===== src/rtl/cordic_pkg.sv =====
// Shared constants and types for the CORDIC point rotator.
// Angle constants are scaled for a 10-bit angle fraction.
package cordic_pkg;

  typedef enum logic [2:0] {
    S_IDLE,
    S_FETCH,
    S_ROTATE,
    S_STORE,
    S_DONE
  } state_t;

  // Fraction bits and entry count of the angle constants below.
  localparam int TBL_FRAC = 10;
  localparam int TBL_LEN  = 12;

  // round((pi/2) * 2^10)
  localparam int PI_2 = 1608;

  // round(0.6072529 * 2^15), applied once per point to undo the CORDIC gain
  localparam logic signed [15:0] KINV       = 16'sd19898;
  localparam int                 KINV_SHIFT = 15;

  // round(atan(2^-i) * 2^10)
  function automatic int atan_val(input logic [3:0] i);
    case (i)
      4'd0:    atan_val = 804;
      4'd1:    atan_val = 475;
      4'd2:    atan_val = 251;
      4'd3:    atan_val = 127;
      4'd4:    atan_val = 64;
      4'd5:    atan_val = 32;
      4'd6:    atan_val = 16;
      4'd7:    atan_val = 8;
      4'd8:    atan_val = 4;
      4'd9:    atan_val = 2;
      4'd10:   atan_val = 1;
      default: atan_val = 0;
    endcase
  endfunction

endpackage


===== src/rtl/cordic_stage.sv =====
// Combinational CORDIC helpers: quadrant pre-rotation of a source point
// and one micro-rotation with a run-time shift amount.
module cordic_stage
  import cordic_pkg::*;
#(
  parameter int DW = 12,
  parameter int AW = 13
) (
  input  logic signed [DW-1:0] src_x,
  input  logic signed [DW-1:0] src_y,
  input  logic signed [AW-1:0] theta,
  output logic signed [DW+1:0] pre_x,
  output logic signed [DW+1:0] pre_y,
  output logic signed [AW:0]   pre_z,
  input  logic signed [DW+1:0] x_in,
  input  logic signed [DW+1:0] y_in,
  input  logic signed [AW:0]   z_in,
  input  logic [3:0]           shift,
  output logic signed [DW+1:0] x_out,
  output logic signed [DW+1:0] y_out,
  output logic signed [AW:0]   z_out
);

  localparam logic signed [AW:0] HALF_PI = (AW+1)'(PI_2);

  logic signed [DW+1:0] sx, sy, xs, ys;
  logic signed [AW:0]   th, at;

  // Fold angles beyond +/-pi/2 into the CORDIC convergence range.
  always_comb begin
    sx    = (DW+2)'(src_x);
    sy    = (DW+2)'(src_y);
    th    = (AW+1)'(theta);
    pre_x = sx;
    pre_y = sy;
    pre_z = th;
    if (th > HALF_PI) begin
      pre_x = -sy;
      pre_y = sx;
      pre_z = th - HALF_PI;
    end else if (th < -HALF_PI) begin
      pre_x = sy;
      pre_y = -sx;
      pre_z = th + HALF_PI;
    end
  end

  // One micro-rotation; both coordinate updates use the incoming values.
  always_comb begin
    xs = x_in >>> shift;
    ys = y_in >>> shift;
    at = (AW+1)'(atan_val(shift));
    if (z_in[AW]) begin
      x_out = x_in + ys;
      y_out = y_in - xs;
      z_out = z_in + at;
    end else begin
      x_out = x_in - ys;
      y_out = y_in + xs;
      z_out = z_in - at;
    end
  end

endmodule


===== src/rtl/cordic_point_rotator.sv =====
// Rotates a batch of buffered points by a common angle with an iterative
// CORDIC engine; results land in a second buffer for read-back.
module cordic_point_rotator
  import cordic_pkg::*;
#(
  parameter int N_POINTS = 18,
  parameter int DW       = 12,
  parameter int DFRAC    = 4,
  parameter int AW       = 13,
  parameter int AFRAC    = 10,
  parameter int ITER     = 12,
  localparam int AB      = $clog2(N_POINTS)
) (
  input  logic          CLOCK_50,
  input  logic          areset_n,
  input  logic          wr_en,
  input  logic [AB-1:0] wr_addr,
  input  logic [DW-1:0] wr_x,
  input  logic [DW-1:0] wr_y,
  input  logic          start,
  input  logic [AW-1:0] theta,
  input  logic [AB:0]   count,
  output logic          busy,
  output logic          done,
  input  logic [AB-1:0] rd_addr,
  output logic [DW-1:0] rd_x,
  output logic [DW-1:0] rd_y
);

  // The angle constants in cordic_pkg only hold for a 10-bit angle fraction.
  if (AFRAC != TBL_FRAC || ITER < 4 || ITER > AFRAC + 2 || ITER > TBL_LEN || DFRAC >= DW) begin : g_bad_params
    $error("cordic_point_rotator: unsupported parameter set");
  end

  localparam int PW = DW + 18;

  function automatic logic signed [DW+2:0] scale_kinv(input logic signed [DW+1:0] v);
    logic signed [PW-1:0] prod, sh;
    prod = PW'(v) * PW'(KINV);
    sh   = prod >>> KINV_SHIFT;
    return sh[DW+2:0];
  endfunction

  function automatic logic signed [DW-1:0] sat_dw(input logic signed [DW+2:0] v);
    logic signed [DW+2:0] hi, lo;
    hi = (DW+3)'((1 << (DW-1)) - 1);
    lo = ~hi;
    if (v > hi) return hi[DW-1:0];
    if (v < lo) return lo[DW-1:0];
    return v[DW-1:0];
  endfunction

  logic signed [DW-1:0] src_x [N_POINTS];
  logic signed [DW-1:0] src_y [N_POINTS];
  logic signed [DW-1:0] res_x [N_POINTS];
  logic signed [DW-1:0] res_y [N_POINTS];

  state_t               state, state_nxt;
  logic [AB-1:0]        idx;
  logic [AB:0]          cnt_q, count_cl;
  logic [3:0]           it_q;
  logic signed [AW-1:0] theta_q;
  logic signed [DW+1:0] x_q, y_q, pre_x, pre_y, x_nxt, y_nxt;
  logic signed [AW:0]   z_q, pre_z, z_nxt;
  logic signed [DW-1:0] cur_x, cur_y;
  logic                 launch, last_iter, last_pt, wr_ok, rd_ok;

  assign count_cl  = (count > (AB+1)'(N_POINTS)) ? (AB+1)'(N_POINTS) : count;
  assign launch    = start && !busy && (state == S_IDLE || state == S_DONE);
  assign last_iter = (it_q == 4'(ITER-1));
  assign last_pt   = ({1'b0, idx} == cnt_q - 1'b1);
  assign wr_ok     = ({1'b0, wr_addr} < (AB+1)'(N_POINTS));
  assign rd_ok     = ({1'b0, rd_addr} < (AB+1)'(N_POINTS));
  assign cur_x     = src_x[idx];
  assign cur_y     = src_y[idx];

  // An empty batch stays busy through its single done cycle.
  assign busy = (state == S_FETCH) || (state == S_ROTATE) || (state == S_STORE) ||
                (state == S_DONE && cnt_q == '0);
  assign done = (state == S_DONE);

  cordic_stage #(.DW(DW), .AW(AW)) u_stage (
    .src_x (cur_x),
    .src_y (cur_y),
    .theta (theta_q),
    .pre_x (pre_x),
    .pre_y (pre_y),
    .pre_z (pre_z),
    .x_in  (x_q),
    .y_in  (y_q),
    .z_in  (z_q),
    .shift (it_q),
    .x_out (x_nxt),
    .y_out (y_nxt),
    .z_out (z_nxt)
  );

  // Batch sequencing: one fetch, ITER rotations and one store per point.
  always_comb begin
    state_nxt = state;
    case (state)
      S_IDLE, S_DONE: begin
        state_nxt = S_IDLE;
        if (launch) state_nxt = (count_cl == '0) ? S_DONE : S_FETCH;
      end
      S_FETCH:  state_nxt = S_ROTATE;
      S_ROTATE: if (last_iter) state_nxt = S_STORE;
      S_STORE:  state_nxt = last_pt ? S_DONE : S_FETCH;
      default:  state_nxt = S_IDLE;
    endcase
  end

  // Control registers: state, point index, iteration counter, batch size.
  always_ff @(posedge CLOCK_50 or negedge areset_n) begin
    if (!areset_n) begin
      state <= S_IDLE;
      idx   <= '0;
      it_q  <= '0;
      cnt_q <= '0;
    end else begin
      state <= state_nxt;
      it_q  <= (state == S_ROTATE && !last_iter) ? it_q + 4'd1 : 4'd0;
      if (launch) begin
        cnt_q <= count_cl;
        idx   <= '0;
      end else if (state == S_STORE && !last_pt) begin
        idx <= idx + 1'b1;
      end
    end
  end

  // Datapath: angle capture, pre-rotated load, then in-place micro-rotations.
  always_ff @(posedge CLOCK_50) begin
    if (launch) theta_q <= theta;
    if (state == S_FETCH) begin
      x_q <= pre_x;
      y_q <= pre_y;
      z_q <= pre_z;
    end else if (state == S_ROTATE) begin
      x_q <= x_nxt;
      y_q <= y_nxt;
      z_q <= z_nxt;
    end
  end

  // Source writes are only taken while no batch is running.
  always_ff @(posedge CLOCK_50) begin
    if (wr_en && !busy && wr_ok) begin
      src_x[wr_addr] <= wr_x;
      src_y[wr_addr] <= wr_y;
    end
  end

  // Gain-compensated, saturated result write for the current point.
  always_ff @(posedge CLOCK_50) begin
    if (state == S_STORE) begin
      res_x[idx] <= sat_dw(scale_kinv(x_q));
      res_y[idx] <= sat_dw(scale_kinv(y_q));
    end
  end

  // Registered result read port.
  always_ff @(posedge CLOCK_50 or negedge areset_n) begin
    if (!areset_n) begin
      rd_x <= '0;
      rd_y <= '0;
    end else if (rd_ok) begin
      rd_x <= res_x[rd_addr];
      rd_y <= res_y[rd_addr];
    end
  end

endmodule


===== config.mk =====
export PLATFORM = sky130hd
export DESIGN_NAME = cordic_point_rotator
export DESIGN_NICKNAME = d
export VERILOG_FILES = /design/src/rtl/cordic_pkg.sv /design/src/rtl/cordic_stage.sv /design/src/rtl/cordic_point_rotator.sv
export SDC_FILE = /design/constraint.sdc
export NUM_CORES = 2
export LEC_CHECK = 0
export ABC_AREA = 1
export CELL_PAD_IN_SITES_DETAIL_PLACEMENT = 0
export CELL_PAD_IN_SITES_GLOBAL_PLACEMENT = 2
export CORE_ASPECT_RATIO = 0.8
export CORE_MARGIN = 4
export CORE_UTILIZATION = 46
export CTS_CLUSTER_DIAMETER = 100
export DETAILED_ROUTE_END_ITERATION = 8
export PLACE_DENSITY = 0.94
export SLEW_MARGIN = 20
export SYNTH_ARGS = -nofsm -noshare
export SYNTH_HDL_FRONTEND = slang
export SYNTH_HIERARCHICAL = 1
export SYNTH_SLANG_ARGS = --single-unit

===== constraint.sdc =====
create_clock -name CLOCK_50 -period 7.9 [get_ports CLOCK_50]
set_input_delay 0.79 -clock CLOCK_50 [delete_from_list [all_inputs] [get_ports CLOCK_50]]
set_output_delay 0.79 -clock CLOCK_50 [all_outputs]
set_load 0.01 [all_outputs]

==> impl_metrics.tcl <==
set metrics [dict create \
    synth.area.top_cells "edfxtp_1 54%, ha_1 6.9%, fa_1 5.5%" \
    postCtsSetupRepairBufs 0 \
    dr_total_vias 35426 \
    yosysSeqAreaShare 0.5610 \
    slew-limit-headroom 0.2144 \
    synth.largest_area_cell "edfxtp_1" \
    ys_warn_count 6 \
    grt_overflow 0 \
    clk_latency_ps 700 \
    synth_top_area_frac 0.5404 \
    cts_tree "done" \
    cts_root_buffer "clkbuf_16" \
    fin_ws_ps 1687 \
    rsz0062_at_grt "false" \
    ioPinCount 83 \
    avgSynthCellArea_um2 10.81 \
    grt_pass1_vias 33560 \
    start_util 0.4628 \
    syn_to_final_growth_pct 11.11 \
    synth_enable_flop_cells 919 \
    multi_input_area_um2 20150 \
    synth_xor_area_frac 0.01904 \
    synthFlopType "edfxtp_1" \
    synthMuxAreaShare 0.009262 \
    drtIter0Drc 3675 \
    layout_min_cycle_time_ps 6213 \
    syn_inst 4725 \
    synthAdderAreaFrac 0.1239 \
    cts-htree-levels 3 \
    hold_viol_final 0 \
    min_period_over_period 0.7865 \
    cts_buffers 94 \
    tightest_slew_ps 1178 \
    async_flop_share 0.04370 \
    dpl.hpwl_mm 84.26 \
    pre_cts_ws_ps 1671 \
    maxSlewViolCount 0 \
    finClkSkew_ps 34.98 \
    hp-class "in -> async" \
    netlist_area_um2 51060 \
    nets 5227 \
    vias_per_cell 5.646 \
    tns_ps 0 \
    drv_cap 0 \
    syn-num-nets 5203 \
    grt_pass1_wl_mm 206.7 \
    synth_top_family_by_area "simple AND/OR/NAND/NOR gates" \
    grtUsageTotal 0.2301 \
    cp.required_ps 8200 \
    synth-compound-area-share 0.1016 \
    clk_path_buf_depth 3 \
    cts_sinks 961 \
    drc 0 \
    place.gp.congestion 0.8735 \
    ys_types 53 \
    ctsResizeCount 0 \
    wl_mm 135.8 \
    dr.pass1.iters 5 \
    antenna_left 0 \
    final_common_cell "edfxtp_1" \
    fmax_ghz 0.1609 \
    end_kind "flip-flop" \
    synth_simple_gate_area_frac 0.1349 \
    die_y_um 306 \
    layout_common_cells "919 x edfxtp_1, 699 x nand2_1, 610 x nor2_1" \
    clk_pin_slew_ps 70 \
    core-area_um2 110300 \
    path_class "reg -> reg" \
    cts_hold_buf 0 \
    status "finished, final reports clean" \
    start_kind "flip-flop" \
    worstPathArrival_ps 6520 \
    antenna_found_initial 1 \
    grt_max_degree 111 \
    setup_viol 0 \
    avgRoutedWirePerCell_um 21.64 \
    rows 109 \
    ys_seq_elements 961 \
    design.die.area_um2 116400 \
    io_buffers 82 \
    regArea_um2 28650 \
    crit_fanout 20 \
    fill_cells 9700 \
    die_w_um 380.5 \
    drive_above_1_share 0.07557 \
]
worst max-delay path, cell delays in order, from the launching register on:
cell and delay (ps):
edfxtp_1 700, fa_1 570, ha_1 340, fa_1 510, fa_1 530, fa_1 520, fa_1 510, ha_1 370
nand2_1 110, nor2_1 190, inv_1 80, nor2_1 140, nand3_1 110, nand3_1 80, nand2_1 60, nand2_2 280
inv_1 90, nand2_2 240, nand2_1 390
metrics by stage:
step | instances | util | hold WS, ps | instance area, um2
floorplan | 4725 | - | 458.8 | 51060
global placement | 6081 | 0.4831 | 478.4 | 53300
detailed placement | 6089 | 0.4850 | 480.3 | 53510
CTS | 6266 | 0.5126 | 237.4 | 56550
global route | 6273 | 0.5142 | 289.9 | 56730
finish | 6275 | 0.5142 | 265.0 | 56740
area by class of cell:
| type | count | share of cell area |
|---|---|---|
| diodes | 2 | 0.00008821 |
| multi-input cells | 3141 | 0.3551 |
| repair buffers | 141 | 0.02693 |
| inverters | 410 | 0.02735 |
| clock buffers | 115 | 0.04373 |
| clock inverters | 62 | 0.009968 |
| well taps | 1443 | 0.03182 |
| flip-flops and latches | 961 | 0.5050 |
flip-flops by register name (all words and copies together) (netlist names):
signal	count
idx	5
res_y	216
y_q	14
theta_q	13
res_x	216
state	3
cnt_q	6
src_y	216
rd_x	12
z_q	14
src_x	216
rd_y	12
x_q	14
it_q	4
worst paths after layout:
kind,endpoint,slack (ps),cells after the start,start
max in group asynchronous,idx[0],7010,2,areset_n
worst max register to register,res_y[16][9],1690,18,y_q[12]
worst min register to register,cnt_q[1],490,2,cnt_q[1]
min in group CLOCK_50,cnt_q[1],490,2,cnt_q[1]
worst max-delay path,res_y[16][9],1690,18,y_q[12]
worst min-delay path,rd_x[5],270,2,areset_n
kinds of logic after synthesis:
logic type / count (synthesis)
xor+xnor: 111
fa+ha+maj: 421
mux: 42
simple gates: 1674
buf+inv: 623
compound gates: 893
flops: 961
cell usage after synthesis, drive strengths merged (3+ instances only):
cell and instances:
dfrtp 42, mux2 42, nor3 23, edfxtp 919, nand4 49, clkbuf 129, ha 280, o311ai 15
xnor2 32, a21o 6, or2 11, a31oi 8, a21boi 3, nor2 657, a21oi 126, xor2 79
buf 84, inv 406, nand3b 4, nand2 715, o221ai 103, o21bai 11, o211ai 12, o21ai 479
clkinv 4, o22ai 121, nand3 210, and3 3, fa 141
layer usage:
metal / global-route usage / share of wire / routed length [um]
met2: 0.3552 / 0.45 / 60700
met1: 0.3454 / 0.46 / 62400
met5: 0 / 0 / 0
met4: 0.05205 / 0.020 / 2766
met3: 0.03530 / 0.073 / 9892
Power is not shown: default switching activity piles up to over one toggle a cycle in this logic, so the estimate is an artifact.
